File: src/rtl/branch_redirect_arbiter.sv
// rtl/branch_redirect_arbiter.sv - oldest-first mispredict redirect arbiter with flush tracking
module branch_redirect_arbiter #(
  parameter int NUM_BRANCHES = 4,
  parameter int SQN_W        = 7,
  parameter int PC_W         = 32,
  parameter int META_W       = 28,
  localparam int CHAN_W      = (NUM_BRANCHES > 1) ? $clog2(NUM_BRANCHES) : 1
) (
  input  logic                             clk,
  input  logic                             rst,
  input  logic [NUM_BRANCHES-1:0]          IN_valid,
  input  logic [NUM_BRANCHES*SQN_W-1:0]    IN_sqN,
  input  logic [NUM_BRANCHES*PC_W-1:0]     IN_pc,
  input  logic [NUM_BRANCHES*META_W-1:0]   IN_meta,
  input  logic [SQN_W-1:0]                 IN_ROB_curSqN,
  input  logic                             IN_flushDone,
  output logic                             OUT_valid,
  output logic [SQN_W-1:0]                 OUT_sqN,
  output logic [PC_W-1:0]                  OUT_pc,
  output logic [META_W-1:0]                OUT_meta,
  output logic [CHAN_W-1:0]                OUT_chan,
  output logic                             OUT_flushing,
  output logic [15:0]                      OUT_dropCnt
);

  typedef enum logic {S_IDLE, S_FLUSH} state_t;

  state_t              r_state;
  state_t              w_state_nxt;
  logic                r_valid;
  logic [SQN_W-1:0]    r_sqN;
  logic [PC_W-1:0]     r_pc;
  logic [META_W-1:0]   r_meta;
  logic [CHAN_W-1:0]   r_chan;
  logic [SQN_W-1:0]    r_pend_sqN;
  logic [15:0]         r_drop_cnt;

  logic                    w_eff_idle;
  logic [SQN_W-1:0]        w_pend_age;
  logic [SQN_W-1:0]        w_age [NUM_BRANCHES];
  logic [NUM_BRANCHES-1:0] w_elig;
  logic                    w_any;
  logic [CHAN_W-1:0]       w_win;
  logic [SQN_W-1:0]        w_win_age;
  logic [SQN_W-1:0]        w_sel_sqN;
  logic [PC_W-1:0]         w_sel_pc;
  logic [META_W-1:0]       w_sel_meta;
  logic [15:0]             w_valid_cnt;
  logic [15:0]             w_drops;
  logic [16:0]             w_cnt_sum;

  // A flushDone arriving this cycle retires the pending flush before eligibility is judged.
  assign w_eff_idle = (r_state == S_IDLE) || IN_flushDone;
  assign w_pend_age = r_pend_sqN - IN_ROB_curSqN;

  for (genvar g = 0; g < NUM_BRANCHES; g++) begin : g_age
    assign w_age[g]  = IN_sqN[g*SQN_W +: SQN_W] - IN_ROB_curSqN;
    assign w_elig[g] = IN_valid[g] && (w_eff_idle || (w_age[g] < w_pend_age));
  end

  // Strict less-than keeps the lowest index on equal age.
  always_comb begin
    w_any       = 1'b0;
    w_win       = '0;
    w_win_age   = '1;
    w_sel_sqN   = '0;
    w_sel_pc    = '0;
    w_sel_meta  = '0;
    w_valid_cnt = '0;
    for (int i = 0; i < NUM_BRANCHES; i++) begin
      w_valid_cnt = w_valid_cnt + 16'(IN_valid[i]);
      if (w_elig[i] && (!w_any || (w_age[i] < w_win_age))) begin
        w_any      = 1'b1;
        w_win      = CHAN_W'(i);
        w_win_age  = w_age[i];
        w_sel_sqN  = IN_sqN[i*SQN_W +: SQN_W];
        w_sel_pc   = IN_pc[i*PC_W +: PC_W];
        w_sel_meta = IN_meta[i*META_W +: META_W];
      end
    end
  end

  assign w_drops   = w_valid_cnt - 16'(w_any);
  assign w_cnt_sum = {1'b0, r_drop_cnt} + {1'b0, w_drops};

  always_comb begin
    w_state_nxt = r_state;
    if (w_any) begin
      w_state_nxt = S_FLUSH;
    end else if (IN_flushDone) begin
      w_state_nxt = S_IDLE;
    end
  end

  always_ff @(posedge clk) begin
    if (rst) begin
      r_state <= S_IDLE;
    end else begin
      r_state <= w_state_nxt;
    end
  end

  always_ff @(posedge clk) begin
    if (rst) begin
      r_valid    <= 1'b0;
      r_sqN      <= '0;
      r_pc       <= '0;
      r_meta     <= '0;
      r_chan     <= '0;
      r_pend_sqN <= '0;
      r_drop_cnt <= '0;
    end else begin
      r_valid    <= w_any;
      r_drop_cnt <= w_cnt_sum[16] ? 16'hFFFF : w_cnt_sum[15:0];
      if (w_any) begin
        r_sqN      <= w_sel_sqN;
        r_pc       <= w_sel_pc;
        r_meta     <= w_sel_meta;
        r_chan     <= w_win;
        r_pend_sqN <= w_sel_sqN;
      end
    end
  end

  assign OUT_valid    = r_valid;
  assign OUT_sqN      = r_sqN;
  assign OUT_pc       = r_pc;
  assign OUT_meta     = r_meta;
  assign OUT_chan     = r_chan;
  assign OUT_flushing = (r_state == S_FLUSH);
  assign OUT_dropCnt  = r_drop_cnt;

endmodule

File: config.mk
export PLATFORM = sky130hd
export DESIGN_NAME = branch_redirect_arbiter
export DESIGN_NICKNAME = d
export VERILOG_FILES = /design/src/rtl/branch_redirect_arbiter.sv
export SDC_FILE = /design/constraint.sdc
export NUM_CORES = 1
export LEC_CHECK = 0
export BUFFER_PORTS_ARGS = -buffer_cell sky130_fd_sc_hd__clkbuf_2
export CAP_MARGIN = 5
export CELL_PAD_IN_SITES_DETAIL_PLACEMENT = 1
export CELL_PAD_IN_SITES_GLOBAL_PLACEMENT = 1
export CORE_UTILIZATION = 30
export CTS_CLUSTER_SIZE = 10
export DETAILED_ROUTE_END_ITERATION = 8
export PLACE_DENSITY = 0.77
export SKIP_CTS_REPAIR_TIMING = 1
export SLEW_MARGIN = 40
export SYNTH_ARGS = -nofsm -noshare
export SYNTH_HDL_FRONTEND = slang
export SYNTH_SLANG_ARGS = --single-unit
File: constraint.sdc
create_clock -name clk -period 9.1 [get_ports clk]
set_input_delay 0.91 -clock clk [delete_from_list [all_inputs] [get_ports clk]]
set_output_delay 0.91 -clock clk [all_outputs]
set_load 0.01 [all_outputs]
==> out/results.tsv, run 1 <==
metric	value	unit
Final ANT Viol Nets	0	
CTS Buf Count	9	
final wirelength	33800	um
via density per instance	5.33	
number of enable flip-flop cells after synthesis	0	
final setup violation count	0	
DP Area	0.0102	mm^2
Slew HR	0.461	
DRC viols	0	
initial core utilization	0.306	
TritonRoute pass-1 iters	4	
min cycle time layout	8.64	ns
DR WL/cell	19.5	um
GR Overflow Total	0	
hold crit path type	reg -> reg	
htree depth	3	
total power	3.94	mW
LEAKAGE	5.20	nW
most frequent cell after synthesis	nand2_1	
Synth area leader	dfxtp_1	
Pint	1.90	mW
Area growth, synth to finish	33.3	%
Syn Nets	1417	
antenna diode count	0	
CP endpoint	OUT_pc[9]	
Clk Latency, worst-skew pair	0.35	ns
r2r worst-path depth	38	
Synth area leaders	dfxtp_1 22%, ha_1 13%, nand2_1 10%, a32o_1 4.3%, a221oi_1 4.0%	
Seq/Total Area, Yosys	0.219	
Vias	9252	
CTS root buffer	clkbuf_16	
total power density per cell area	372	mW/mm^2
ys async rst share	0	
Peak Freq	116	MHz
vias in the first global route	9473	
clk sinks	87	
filler instances	3361	
Layout Cells excl Fill	1735	
die area	0.0271	mm^2
largest net degree at the start of global routing	71	
Critical Path RT	9.38	ns
Syn Inst Count	1046	
Post-synth top cells	211 x nand2_1, 87 x dfxtp_1, 81 x ha_1	
switching pwr	2.03	mW
clock power share	0.105	
switching share of power	0.516	
Crit path top cell by count	ha_1	
Worst Path Max Fanout	28	
GP Congestion	0.912	
VDD IR max	179	uV
setup TNS	0	ns
Starting DRT DRC Count	385	
Ports	369	
Clock transition at path regs	0.08	ns
distinct cell type count after synthesis	71	
initial antenna violation count	0	
Pins Over Slew Limit	0	
Worst setup SP type	primary input	
YS warnings	0	
register share of total power	0.164	
CP peak stage delay	0.38	ns
element type at the critical path end	flip-flop	
Critical Path Slowest Stage Cell	o31ai_1	
Combinational Power Share	0.730	
RR Startpoint	r_pend_sqN[1]	
reg2reg end	OUT_pc[9]	
Reg2Reg Setup Slack	0.76	ns
critical path startpoint	IN_ROB_curSqN[1]	
post-DP HPWL	26300	um
syn avg cell area	7.59	um^2
Bufs on Longest Clock Path	2	
critical path data arrival time	8.92	ns
share of the synthesized area in the top cell type	0.219	
main flop type after synthesis	dfxtp_1	
core area	0.0260	mm^2
Netlist Area Pre-Place	0.00794	mm^2
status	completed	
number of buffers added on ports	368	
Worst Path Class, Setup	in -> reg	
max_cap viols	0	
CTS tree	done	
layout cell share with drive strength beyond 1	0.319	
Place WS	0.0318	ns
Final Cell Area	0.0106	mm^2
DIE HEIGHT	165	um
# rows	59	
GR Util All Layers	0.241	
# nets final	1766	
Worst Setup Slack, final	0.459	ns
first-pass GRT wire length	50700	um
Worst Tran Pin Value	0.796	ns
number of synthesized register bits	87	
Final Hold Vio Count	0	
Tcrit/Tclk final	0.950	
die width	165	um
dpl cells	1711	
skew final	0.00992	ns
==> metal layers <==
| layer | global-route usage | share of wire | vias to the layer above |
|---|---|---|---|
| met4 | 0.0525 | 0.016 | 0 |
| met3 | 0.0490 | 0.068 | 29 |
| met5 | 0 | 0 | - |
| met1 | 0.291 | 0.42 | 4415 |
| met2 | 0.434 | 0.49 | 314 |
| li1 | - | - | 4494 |
==> power groups by stage <==
stage	Sequential (mW)	Combinational, mW	Clock [mW]
floorplan	0.708	1.86	0
global placement	0.651	2.70	0
detailed placement	0.654	2.81	0
CTS	0.648	2.83	0.425
global route	0.664	3.18	0.442
finish	0.647	2.88	0.414
==> worst min path at each step <==
stage / slack [ns] / start / to / depth (start not counted)
after floorplan: 0.52 / OUT_chan[0] / OUT_chan[0] / 2
after global placement: 0.49 / OUT_chan[0] / OUT_chan[0] / 2
after detailed placement: 0.50 / OUT_chan[0] / OUT_chan[0] / 2
after CTS: 0.51 / OUT_chan[0] / OUT_chan[0] / 2
after global routing: 0.54 / OUT_chan[0] / OUT_chan[0] / 2
final: 0.51 / OUT_chan[0] / OUT_chan[0] / 2
==> sequential cells by signal, indices dropped and copies added, names as in the netlist <==
register,count
OUT_chan,2
OUT_dropCnt,16
OUT_flushing,1
OUT_meta,28
OUT_pc,32
OUT_valid,1
r_pend_sqN,7
==> cells by family (layout without fill, tap and decap cells) <==
logic type	count (synthesis)	count (layout)	synth area share
AND/OR/NAND/NOR	372	372	0.205
buffers and inverters	115	468	0.0624
AO/OA/AOI/OAI	333	334	0.309
XOR/XNOR	40	40	0.0441
multiplexers	2	2	0.00268
adder cells (fa/ha/maj)	97	97	0.158
flip-flops	87	87	0.219
==> critical path, delay by kind of cell <==
kind	cells	cell delay, ns
AO/OA/AOI/OAI	20	4.17
adder cells (fa/ha/maj)	7	2.18
buffers and inverters	4	0.54
AND/OR/NAND/NOR	9	1.10
==> per-stage QoR <==
stage	hold slack [ns]	util
floorplan	0.520	-
global placement	0.488	0.391
detailed placement	0.497	0.392
CTS	0.507	0.404
global route	0.540	0.407
finish	0.506	0.407
==> placed cells by master, fill, tap and decap left out, drive strengths merged, types with 3 or more instances in the layout <==
cell type    n
o31a         3
buf         38
nor3         6
clkinv       3
maj3         8
nand3        5
o2111a       3
clkbuf     379
nor3b        3
o221ai      31
nand2b      45
ha          81
and2         3
fa           8
inv         46
o21ai       54
o21bai      10
nor2        72
xnor2       27
o211ai       4
dfxtp       87
o21a        11
o31ai        5
a21oi       61
a211oi       8
xor2        13
a221oi      36
nand2      211
nand4        3
a21o        18
nand3b       4
a32o        34
nor2b       12
a31oi       32
==> final cells by class <==
| class | instances | area (um^2) | area share |
|---|---|---|---|
| Multi-Input combinational cell | 845 | 5760 | 0.544 |
| Sequential cell | 87 | 1740 | 0.165 |
| Clock buffer | 11 | 253 | 0.0239 |
| Tap cell | 335 | 419 | 0.0396 |
| Clock inverter | 5 | 63.8 | 0.00603 |
| Inverter | 46 | 173 | 0.0163 |
| Timing Repair Buffer | 406 | 2170 | 0.205 |
(Power assumes the default switching activity.)
==> run 2, diff against run 1 <==
- PLACE_DENSITY: 0.77 -> 0.75
==> out/results.tsv, run 2 (synthesized netlist as in run 1, its figures left out) <==
metric	value	unit
Final ANT Viol Nets	0	
TritonRoute pass-1 iters	4	
unrepaired setup endpoints after global routing	false	
filler instances	3337	
r2r worst-path depth	40	
max reg flops	32	
Pint	1.89	mW
Crit path top cell by count	ha_1	
Final Hold Vio Count	0	
total power density per cell area	369	mW/mm^2
CTS Buf Count	9	
Clk Latency, worst-skew pair	0.35	ns
Starting DRT DRC Count	316	
Reg2Reg Setup Slack	0.85	ns
htree depth	3	
startpoint of the worst hold path	OUT_chan[0]	
GR Util All Layers	0.237	
element type at the critical path end	flip-flop	
Worst Path Max Fanout	26	
LEAKAGE	5.22	nW
vias in the first global route	9405	
WHS Path Cells	2	
die width	165	um
Peak Freq	117	MHz
clock power share	0.097	
first-pass GRT wire length	49700	um
DRC viols	0	
setup TNS	0	ns
via density per instance	5.36	
Combinational Power Share	0.737	
Area growth, synth to finish	33.5	%
GP Congestion	0.908	
switching pwr	2.02	mW
Worst Path Class, Setup	in -> reg	
initial antenna violation count	1	
Worst Tran Pin Value	0.705	ns
switching share of power	0.517	
die area	0.0271	mm^2
most frequent cells in the layout	368 x clkbuf_2, 211 x nand2_1, 87 x dfxtp_1	
GR Overflow Total	0	
min cycle time layout	8.52	ns
CTS tree	done	
post-DP HPWL	25900	um
WHS	0.509	ns
Critical Path Slowest Stage Cell	o2111ai_1	
critical path data arrival time	8.77	ns
largest net degree at the start of global routing	95	
# rows	59	
final setup violation count	0	
VDD IR max	196	uV
CP peak stage delay	0.48	ns
commonest non-fill, non-tap cell in the layout	clkbuf_2	
Clock transition at path regs	0.07	ns
Tcrit/Tclk final	0.937	
initial core utilization	0.306	
skew final	0.0107	ns
Bufs on Longest Clock Path	2	
reg2reg end	OUT_pc[23]	
Vias	9330	
Slew HR	0.530	
status	completed	
DIE HEIGHT	165	um
max_cap viols	0	
RR Startpoint	r_pend_sqN[1]	
crit-path leading delay family	compound AO/OA/AOI/OAI gates	
layout cell share with drive strength beyond 1	0.322	
final wirelength	33300	um
Worst setup SP type	primary input	
register share of total power	0.166	
clk sinks	87	
Buf/Inv on CP	4	
number of buffers added on ports	368	
CTS root buffer	clkbuf_16	
Ports	369	
# nets final	1771	
Pins Over Slew Limit	0	
core area	0.0260	mm^2
hold crit path type	reg -> reg	
hold path endpoint	OUT_chan[0]	
DR WL/cell	19.1	um
Critical Path RT	9.35	ns
[run 2: changes by cell type in the layout (fill, tap and decap cells not counted), sizes merged]
cell / delta
clkinvlp: +1
buf: +4
bufinv: -1
o2bb2ai: +1
diode: +2
[run 2: how the worst max path moves through the flow]
stage | depth (start not counted) | start | end
after global routing | 40 | IN_ROB_curSqN[1] | OUT_meta[7]
after detailed placement | 40 | IN_ROB_curSqN[0] | OUT_meta[16]
final | 42 | IN_ROB_curSqN[1] | OUT_pc[23]
after floorplan | 37 | IN_ROB_curSqN[1] | OUT_dropCnt[10]
after global placement | 40 | IN_ROB_curSqN[1] | OUT_meta[1]
after CTS | 40 | IN_ROB_curSqN[0] | OUT_meta[16]
[run 2: cell type report]
type,count,area (um^2),area share
multi-input combinational,846,5790,0.546
sequential,87,1740,0.164
antenna,2,5.00,0.000472
inverter,46,173,0.0163
clock inverter,5,41.3,0.00389
tap,335,419,0.0395
clock buffer,11,243,0.0229
timing repair buffer,410,2200,0.207
[run 2: through the flow]
| step | setup slack (ns) | std cells | power, mW | area (um^2) | util |
|---|---|---|---|---|---|
| 3_3_place_gp | 0.288 | 1714 | 3.38 | 10200 | 0.392 |
| 6_report | 0.576 | 1742 | 3.91 | 10600 | 0.408 |
| 2_1_floorplan | 0.158 | 1046 | 2.56 | 7940 | - |
| 3_5_place_dp | 0.208 | 1716 | 3.48 | 10200 | 0.393 |
| 4_1_cts | 0.521 | 1732 | 3.88 | 10500 | 0.404 |
| 5_1_grt | 0.0310 | 1740 | 4.26 | 10600 | 0.408 |
[run 2: tightest hold or removal path: stages, from the launching register on]
cell and delay (ns):
dfxtp_1 0.31, nor2_1 0.10, a211oi_1 0.05
[run 2: power groups by stage]
| stage | logic [mW] | registers (mW) | clock network [mW] |
|---|---|---|---|
| after global routing | 3.19 | 0.668 | 0.405 |
| final | 2.88 | 0.650 | 0.380 |
| after CTS | 2.84 | 0.651 | 0.393 |
| after global placement | 2.72 | 0.655 | 0 |
| after floorplan | 1.86 | 0.708 | 0 |
| after detailed placement | 2.82 | 0.657 | 0 |
[run 2: per-layer routing]
layer | vias up | wire, um | part of all wire | track usage
met4 | 0 | 961 | 0.029 | 0.0847
met5 | - | 0 | 0 | 0
li1 | 4514 | - | - | -
met1 | 4419 | 13700 | 0.41 | 0.273
met3 | 56 | 2250 | 0.067 | 0.0517
met2 | 341 | 16400 | 0.49 | 0.427
